<file path="config.mk">
export PLATFORM = sky130hd
export DESIGN_NAME = stream_mux_arb
export DESIGN_NICKNAME = d
export VERILOG_FILES = /design/src/rtl/stream_mux_arb.sv
export SDC_FILE = /design/constraint.sdc
export NUM_CORES = 1
export LEC_CHECK = 0
export BUFFER_PORTS_ARGS = -buffer_cell sky130_fd_sc_hd__buf_2
export CORE_UTILIZATION = 35
export CTS_CLUSTER_DIAMETER = 50
export CTS_CLUSTER_SIZE = 10
export DETAILED_ROUTE_END_ITERATION = 12
export SLEW_MARGIN = 25
export SYNTH_ARGS = -nofsm -noshare
export SYNTH_HDL_FRONTEND = slang
export SYNTH_SLANG_ARGS = --single-unit
export TNS_END_PERCENT = 30
</file>
<file path="constraint.sdc">
create_clock -name clk -period 3.7 [get_ports clk]
set_input_delay 0.555 -clock clk [delete_from_list [all_inputs] [get_ports clk]]
set_output_delay 0.555 -clock clk [all_outputs]
set_load 0.02 [all_outputs]
</file>
<file path="src/rtl/stream_mux_arb.sv">
// rtl/stream_mux_arb.sv - N-to-1 valid/ready stream mux with explicit-select and round-robin modes
module stream_mux_arb #(
    parameter int NCH = 4,
    parameter int W   = 2,
    parameter int SW  = $clog2(NCH)
) (
    input  logic             clk,
    input  logic             rst,
    input  logic             mode,
    input  logic [SW-1:0]    sel,
    input  logic [NCH-1:0]   in_valid,
    input  logic [NCH*W-1:0] in_data,
    output logic [NCH-1:0]   in_ready,
    output logic             out_valid,
    output logic [W-1:0]     out_data,
    output logic [SW-1:0]    out_ch,
    input  logic             out_ready
);

    logic            out_valid_q, out_valid_d;
    logic [W-1:0]    out_data_q, out_data_d;
    logic [SW-1:0]   out_ch_q, out_ch_d;
    logic [SW-1:0]   ptr_q, ptr_d;

    logic            accept_en;
    logic            in_xfer;
    logic            gnt_any;
    logic [SW-1:0]   gnt_idx;
    logic [NCH-1:0]  gnt;
    logic [W-1:0]    gnt_data;
    logic            hi_found, lo_found;
    logic [SW-1:0]   hi_idx, lo_idx;

    // Round-robin: the lowest valid index at or above ptr wins; otherwise the
    // lowest valid index overall, which then necessarily lies below ptr.
    always_comb begin
        hi_found = 1'b0;
        hi_idx   = '0;
        lo_found = 1'b0;
        lo_idx   = '0;
        for (int i = NCH - 1; i >= 0; i--) begin
            if (in_valid[i]) begin
                lo_found = 1'b1;
                lo_idx   = SW'(i);
                if (SW'(i) >= ptr_q) begin
                    hi_found = 1'b1;
                    hi_idx   = SW'(i);
                end
            end
        end
    end

    always_comb begin
        gnt_any = 1'b0;
        gnt_idx = '0;
        if (mode) begin
            gnt_any = hi_found | lo_found;
            gnt_idx = hi_found ? hi_idx : lo_idx;
        end else begin
            gnt_idx = sel;
            for (int i = 0; i < NCH; i++) begin
                if (sel == SW'(i)) begin
                    gnt_any = in_valid[i];
                end
            end
        end
    end

    always_comb begin
        gnt      = '0;
        gnt_data = '0;
        for (int i = 0; i < NCH; i++) begin
            if (gnt_idx == SW'(i)) begin
                gnt[i]   = gnt_any;
                gnt_data = in_data[i*W +: W];
            end
        end
    end

    assign accept_en = !out_valid_q || out_ready;
    assign in_xfer   = accept_en && gnt_any;
    assign in_ready  = {NCH{accept_en && !rst}} & gnt;

    always_comb begin
        out_valid_d = out_valid_q;
        out_data_d  = out_data_q;
        out_ch_d    = out_ch_q;
        ptr_d       = ptr_q;
        if (in_xfer) begin
            out_valid_d = 1'b1;
            out_data_d  = gnt_data;
            out_ch_d    = gnt_idx;
            if (mode) begin
                ptr_d = (gnt_idx == SW'(NCH - 1)) ? '0 : gnt_idx + SW'(1);
            end
        end else if (out_valid_q && out_ready) begin
            out_valid_d = 1'b0;
        end
    end

    always_ff @(posedge clk or posedge rst) begin
        if (rst) begin
            out_valid_q <= 1'b0;
            out_data_q  <= '0;
            out_ch_q    <= '0;
            ptr_q       <= '0;
        end else begin
            out_valid_q <= out_valid_d;
            out_data_q  <= out_data_d;
            out_ch_q    <= out_ch_d;
            ptr_q       <= ptr_d;
        end
    end

    assign out_valid = out_valid_q;
    assign out_data  = out_data_q;
    assign out_ch    = out_ch_q;

endmodule

</file>
==> results.toml, run 1 <==
[logic_synthesis]
synth_nets = 89
yosysTopAreaCell = "dfrtp_1"
synth-edff-count = 0
syn_area_sq_um = 631.9
async_flop_share = 1.000
ys_ff_latch = 7
synth_common_cells = "dfrtp_1, inv_1, a21oi_1, nand2_1"
synth_top_cell_area_share = 0.2772
ys_seq_area_frac = 0.2772
ys_types = 31
yosys_warnings = 0
synth_cells = 67
avgSynthCellArea_sq_um = 9.431
synth_area_leaders = "dfrtp_1, ha_1, mux2_4, mux2i_1, nor3b_1"
synth-main-ff-cell = "dfrtp_1"
synth_most_common_cell = "dfrtp_1"

[clock_tree]
cts_setup_buffers = 0
clockRootBuffer = "clkbuf_4"
clkTransAtPathRegs_ns = 0.05
clock_latency_ns = 0.25
ctsHoldBuffers = 0
cts_sinks = 7
clock_path_buffers = 2
cts_made_buffers = 3
cts_tree = "yes"
cts_resized = 0
htree_levels = 1

[timing]
finalHoldViolations = 0
maxSlewHeadroom = 0.7277
fmax_mhz = 365.1
setup_viol = 0
setup_ws_ns = 0.9610
maxSlewViolCount = 0
worst_pin_slew_ns = 0.4040
fin_worst_skew_ns = 0.003697
finalCriticalPeriod_ns = 2.739
tns_ns = 0
grt_setup_unrepaired = "false"
fin_crit_sh = 0.7403

[cells_and_area]
antenna_cells = 0
multiInputGateArea_sq_um = 434.2
areaGrowthSynthToFinish_pct = 29.50
final_cell_area_sq_um = 818.3
layout-drive-gt1-share = 0.4330
seqCellArea_sq_um = 175.2
nNetsFinal = 120
fillers = 153
final_util = 0.5133
finalNonFillerCells = 121

[grt]
grt_pass1_wl_um = 2435
first_global_vias = 580
grt_max_degree = 9
grt_antenna_before_repair = 0
grtUsageTotal = 0.1646
grt_overflow_total = 0

[worst_setup_path]
path_cells = "buf_2, nor2_1, nor2_1, o41ai_2, and2_1, ha_1, nor3b_1, buf_2"
ff2ff_path_depth = 9
r2r_end = "out_data[0]"
critPathTopFamily = "simple AND/OR/NAND/NOR gates"
cp_data_required_time_ns = 3.14
slowest_stage = "o41ai_2"
path_max_fanout = 5
end_kind = "output pin"
worstReg2RegStart = "ptr_q[1]"
slowest_delay_ns = 0.45
reg2reg_setup_slack_ns = 1.37
cp-startpoint = "in_valid[2]"
path_buf_inv = 2
cp.arrival_ns = 2.18
crit_type = "in2out"
crit_path_start_kind = "input pin"

[power]
p_per_area_nw_per_um2 = 486.3
power.static_leakage_uw = 0.0004248
irDropWorstVdd_uv = 194.2

[floorplan]
core_area_sq_um = 1594
initial_core_util = 0.3964
dieArea_sq_um = 1979
die_x_um = 44.49
rows = 14
ios = 27
die_height_um = 44.49

[placement]
port_buffers = 26
place_congestion = 0.8735
pre_cts_slack_ns = 0.9848
dp_hpwl_um = 1063
dp.cells = 117
place_area_sq_um = 792.0

[run_status]
status = "finished, final reports clean"

[drt]
detail_route.wl_per_cell_um = 11.14
drt_wl_total_um = 1348
drt_iter0_markers = 8
vias = 608
via_per_inst = 5.025
dr.pass1.iters = 4
ant_nets = 0
drc = 0

[min_path]
hp-class = "in2async"

[flow_run]
cap_violations = 0
cell families (layout without fill, tap and decap cells):
kind of cell	count (synthesis)	after routing	share of synthesized area
multiplexers	8	8	0.1544
buffers and inverters	6	36	0.03564
AO/OA/AOI/OAI	17	17	0.2119
flip-flops	7	7	0.2772
adder cells (fa/ha/maj)	4	4	0.07921
AND/OR/NAND/NOR	25	25	0.2416
area by class of cell:
class / instances / area share
Timing Repair Buffer: 26 / 0.1590
Inverter: 6 / 0.02752
Sequential cell: 7 / 0.2141
Multi-Input combinational cell: 54 / 0.5306
Tap cell: 24 / 0.03670
Clock buffer: 4 / 0.03211
worst register-to-register path, cell delays in order, from the launching register on:
cell	delay [ns]
dfrtp_1	0.45
or2_2	0.30
o221a_2	0.25
o41ai_2	0.08
nand2_1	0.14
ha_1	0.28
a21oi_1	0.15
o21ai_0	0.11
a22o_1	0.19
mux2_4	0.26
metrics by stage:
step / total power, uW / hold slack (ns)
final: 397.9 / 0.2586
after global routing: 433.1 / 0.2858
after CTS: 399.7 / 0.2652
after detailed placement: 327.3 / 0.4998
after global placement: 328.2 / 0.4926
after floorplan: 271.0 / 0.3584
layer usage:
metal  global-route usage  wire [um]  vias up
met3              0.04898         78        0
met5                    0          0        -
met1               0.2175        642      282
met2               0.2618        627       26
met4              0.04242          0        0
li1                     -          -      300
worst max path at each step:
stage	cells past startpoint	slack (ns)	end
after CTS	8	0.96	in_ready[2]
after detailed placement	8	0.98	in_ready[2]
after global placement	8	1.02	in_ready[2]
final	8	0.96	in_ready[2]
after floorplan	6	1.04	in_ready[2]
after global routing	8	0.78	in_ready[2]
cells in the final DEF (no fill, tap or decap), drive strengths merged:
cell    Yosys  final
buf         0     26
nor2        4      4
inv         6      6
a22o        2      2
o211ai      1      1
clkbuf      0      4
a32oi       1      1
nor2b       2      2
nand2b      1      1
nand3       3      3
mux2i       3      3
a31o        1      1
a21o        1      1
o41ai       1      1
or2b        2      2
o21bai      1      1
a22oi       1      1
or2         1      1
mux2        5      5
a21oi       5      5
nor3b       4      4
and3        1      1
nand2       5      5
o21ai       2      2
dfrtp       7      7
and2b       1      1
ha          4      4
and2        1      1
o221a       1      1
where the power goes:
group          internal, uW  total, uW  leakage, uW  switching [uW]
logic                  99.8        197     0.000330            97.7
registers               104        130    0.0000798            26.3
clock network          41.2       70.3    0.0000150            29.1
total                   245        398     0.000425             153
state kept, by name (all words and copies together), names as in the netlist:
| name | cells |
|---|---|
| out_ch | 2 |
| out_data | 2 |
| out_valid | 1 |
| ptr_q | 2 |
Power figures use the tool's default switching activity.
==> run 2: changes to the inputs <==
==> constraint.sdc (replaced) <==
create_clock -name clk -period 2.8 [get_ports clk]
set_input_delay 0.42 -clock clk [delete_from_list [all_inputs] [get_ports clk]]
set_output_delay 0.42 -clock clk [all_outputs]
set_load 0.02 [all_outputs]
==> run 2 against run 1 <==
Sequential share of layout area unchanged. Setup slack worse by 0.77 ns. Via count decreased by 1.5%. Final cell count did not move.
==> results.toml, run 2 (same netlist as run 1, synthesis figures left out) <==
[grt]
grtUsageTotal = 0.1608
grt_pass1_wl_um = 2339
grt_max_degree = 9
grt_antenna_before_repair = 0
first_global_vias = 565
grt_overflow_total = 0

[worst_setup_path]
crit_type = "reg2out"
ff2ff_path_depth = 9
cp.arrival_ns = 2.18
worstReg2RegStart = "ptr_q[1]"
path_max_fanout = 7
r2r_end = "out_data[1]"
end_kind = "output pin"
cp-startpoint = "ptr_q[1]"
cp_data_required_time_ns = 2.38
crit_path_start_kind = "flop"
reg2reg_setup_slack_ns = 0.47

[power]
irDropWorstVdd_uv = 248.6
p_per_area_nw_per_um2 = 640.8
power.static_leakage_uw = 0.0004248

[timing]
grt_setup_unrepaired = "false"
worst_pin_slew_ns = 0.3997
maxSlewViolCount = 0
finalHoldViolations = 0
tns_ns = 0
fin_crit_sh = 0.9300
setup_ws_ns = 0.1960
fmax_mhz = 384.0
fin_worst_skew_ns = 0.0009950
maxSlewHeadroom = 0.7306
finalCriticalPeriod_ns = 2.604
setup_viol = 0

[placement]
port_buffers = 26
place_congestion = 0.8563
dp_hpwl_um = 1089
pre_cts_slack_ns = 0.3419
dp.cells = 117

[drt]
vias = 599
drt_iter0_markers = 9
drc = 0
drt_wl_total_um = 1376
ant_nets = 0
detail_route.wl_per_cell_um = 11.37
dr.pass1.iters = 4
via_per_inst = 4.950

[clock_tree]
clock_path_buffers = 2
htree_levels = 1
cts_resized = 0
ctsHoldBuffers = 0
cts_made_buffers = 3
clock_latency_ns = 0.25
cts_tree = "yes"
cts_sinks = 7
clockRootBuffer = "clkbuf_4"
clkTransAtPathRegs_ns = 0.05
cts_setup_buffers = 0

[cells_and_area]
layout_common_cells = "buf_2, dfrtp_1, inv_1"
antenna_cells = 0
nNetsFinal = 120
finalNonFillerCells = 121
layout-drive-gt1-share = 0.4330
areaGrowthSynthToFinish_pct = 29.50
final_util = 0.5133
layout_commonest_cell = "buf_2"
fillers = 158

[flow_run]
cap_violations = 0

[floorplan]
rows = 14
core_area_sq_um = 1594
initial_core_util = 0.3964
die_x_um = 44.49
ios = 27
die_height_um = 44.49
dieArea_sq_um = 1979

[run_status]
status = "finished, final reports clean"

[min_path]
hp-class = "in2async"
run 2: cell type report:
type                       instances  area (sq um)  share of cell area
clock buffer                       4         26.28             0.03211
inverter                           6         22.52             0.02752
multi-input combinational         54         434.2              0.5306
tap                               24         30.03             0.03670
sequential                         7         175.2              0.2141
timing repair buffer              26         130.1              0.1590
run 2: critical path, stage by stage, from the launching register on:
cell	delay [ns]
dfrtp_1	0.45
or2_2	0.30
o221a_2	0.25
o41ai_2	0.08
and2_1	0.23
ha_1	0.25
nor3b_1	0.18
buf_2	0.19
run 2: report_power, final:
group	total [uW]	switching, uW	internal [uW]	leakage [uW]
Clock	89.9	35.6	54.3	0.0000150
Sequential	172	35.2	137	0.0000798
Combinational	262	130	132	0.000330
run 2: metrics by stage:
step	hold WS [ns]	total power (uW)	cell area, sq um
2_1_floorplan	0.2234	358.1	631.9
3_3_place_gp	0.4024	434.5	792.0
3_5_place_dp	0.4023	435.3	792.0
4_1_cts	0.1346	528.8	818.3
5_1_grt	0.1695	563.2	818.3
6_report	0.1278	524.4	818.3
run 2: worst max path at each step:
| stage | to | slack (ns) | depth (start not counted) |
|---|---|---|---|
| after CTS | in_ready[2] | 0.20 | 7 |
| after global routing | in_ready[2] | 0.09 | 7 |
| after detailed placement | in_ready[2] | 0.34 | 8 |
| after floorplan | in_ready[2] | 0.41 | 6 |
| after global placement | out_data[1] | 0.39 | 10 |
| final | in_ready[2] | 0.20 | 7 |
run 2: layer usage:
metal,share of wire,GRT usage,wire length (um),up-vias
met5,0,0,0,-
met1,0.51,0.2208,700,283
met4,0,0.09091,0,0
met2,0.47,0.2353,647,14
met3,0.020,0.02857,28,0
li1,-,-,-,302
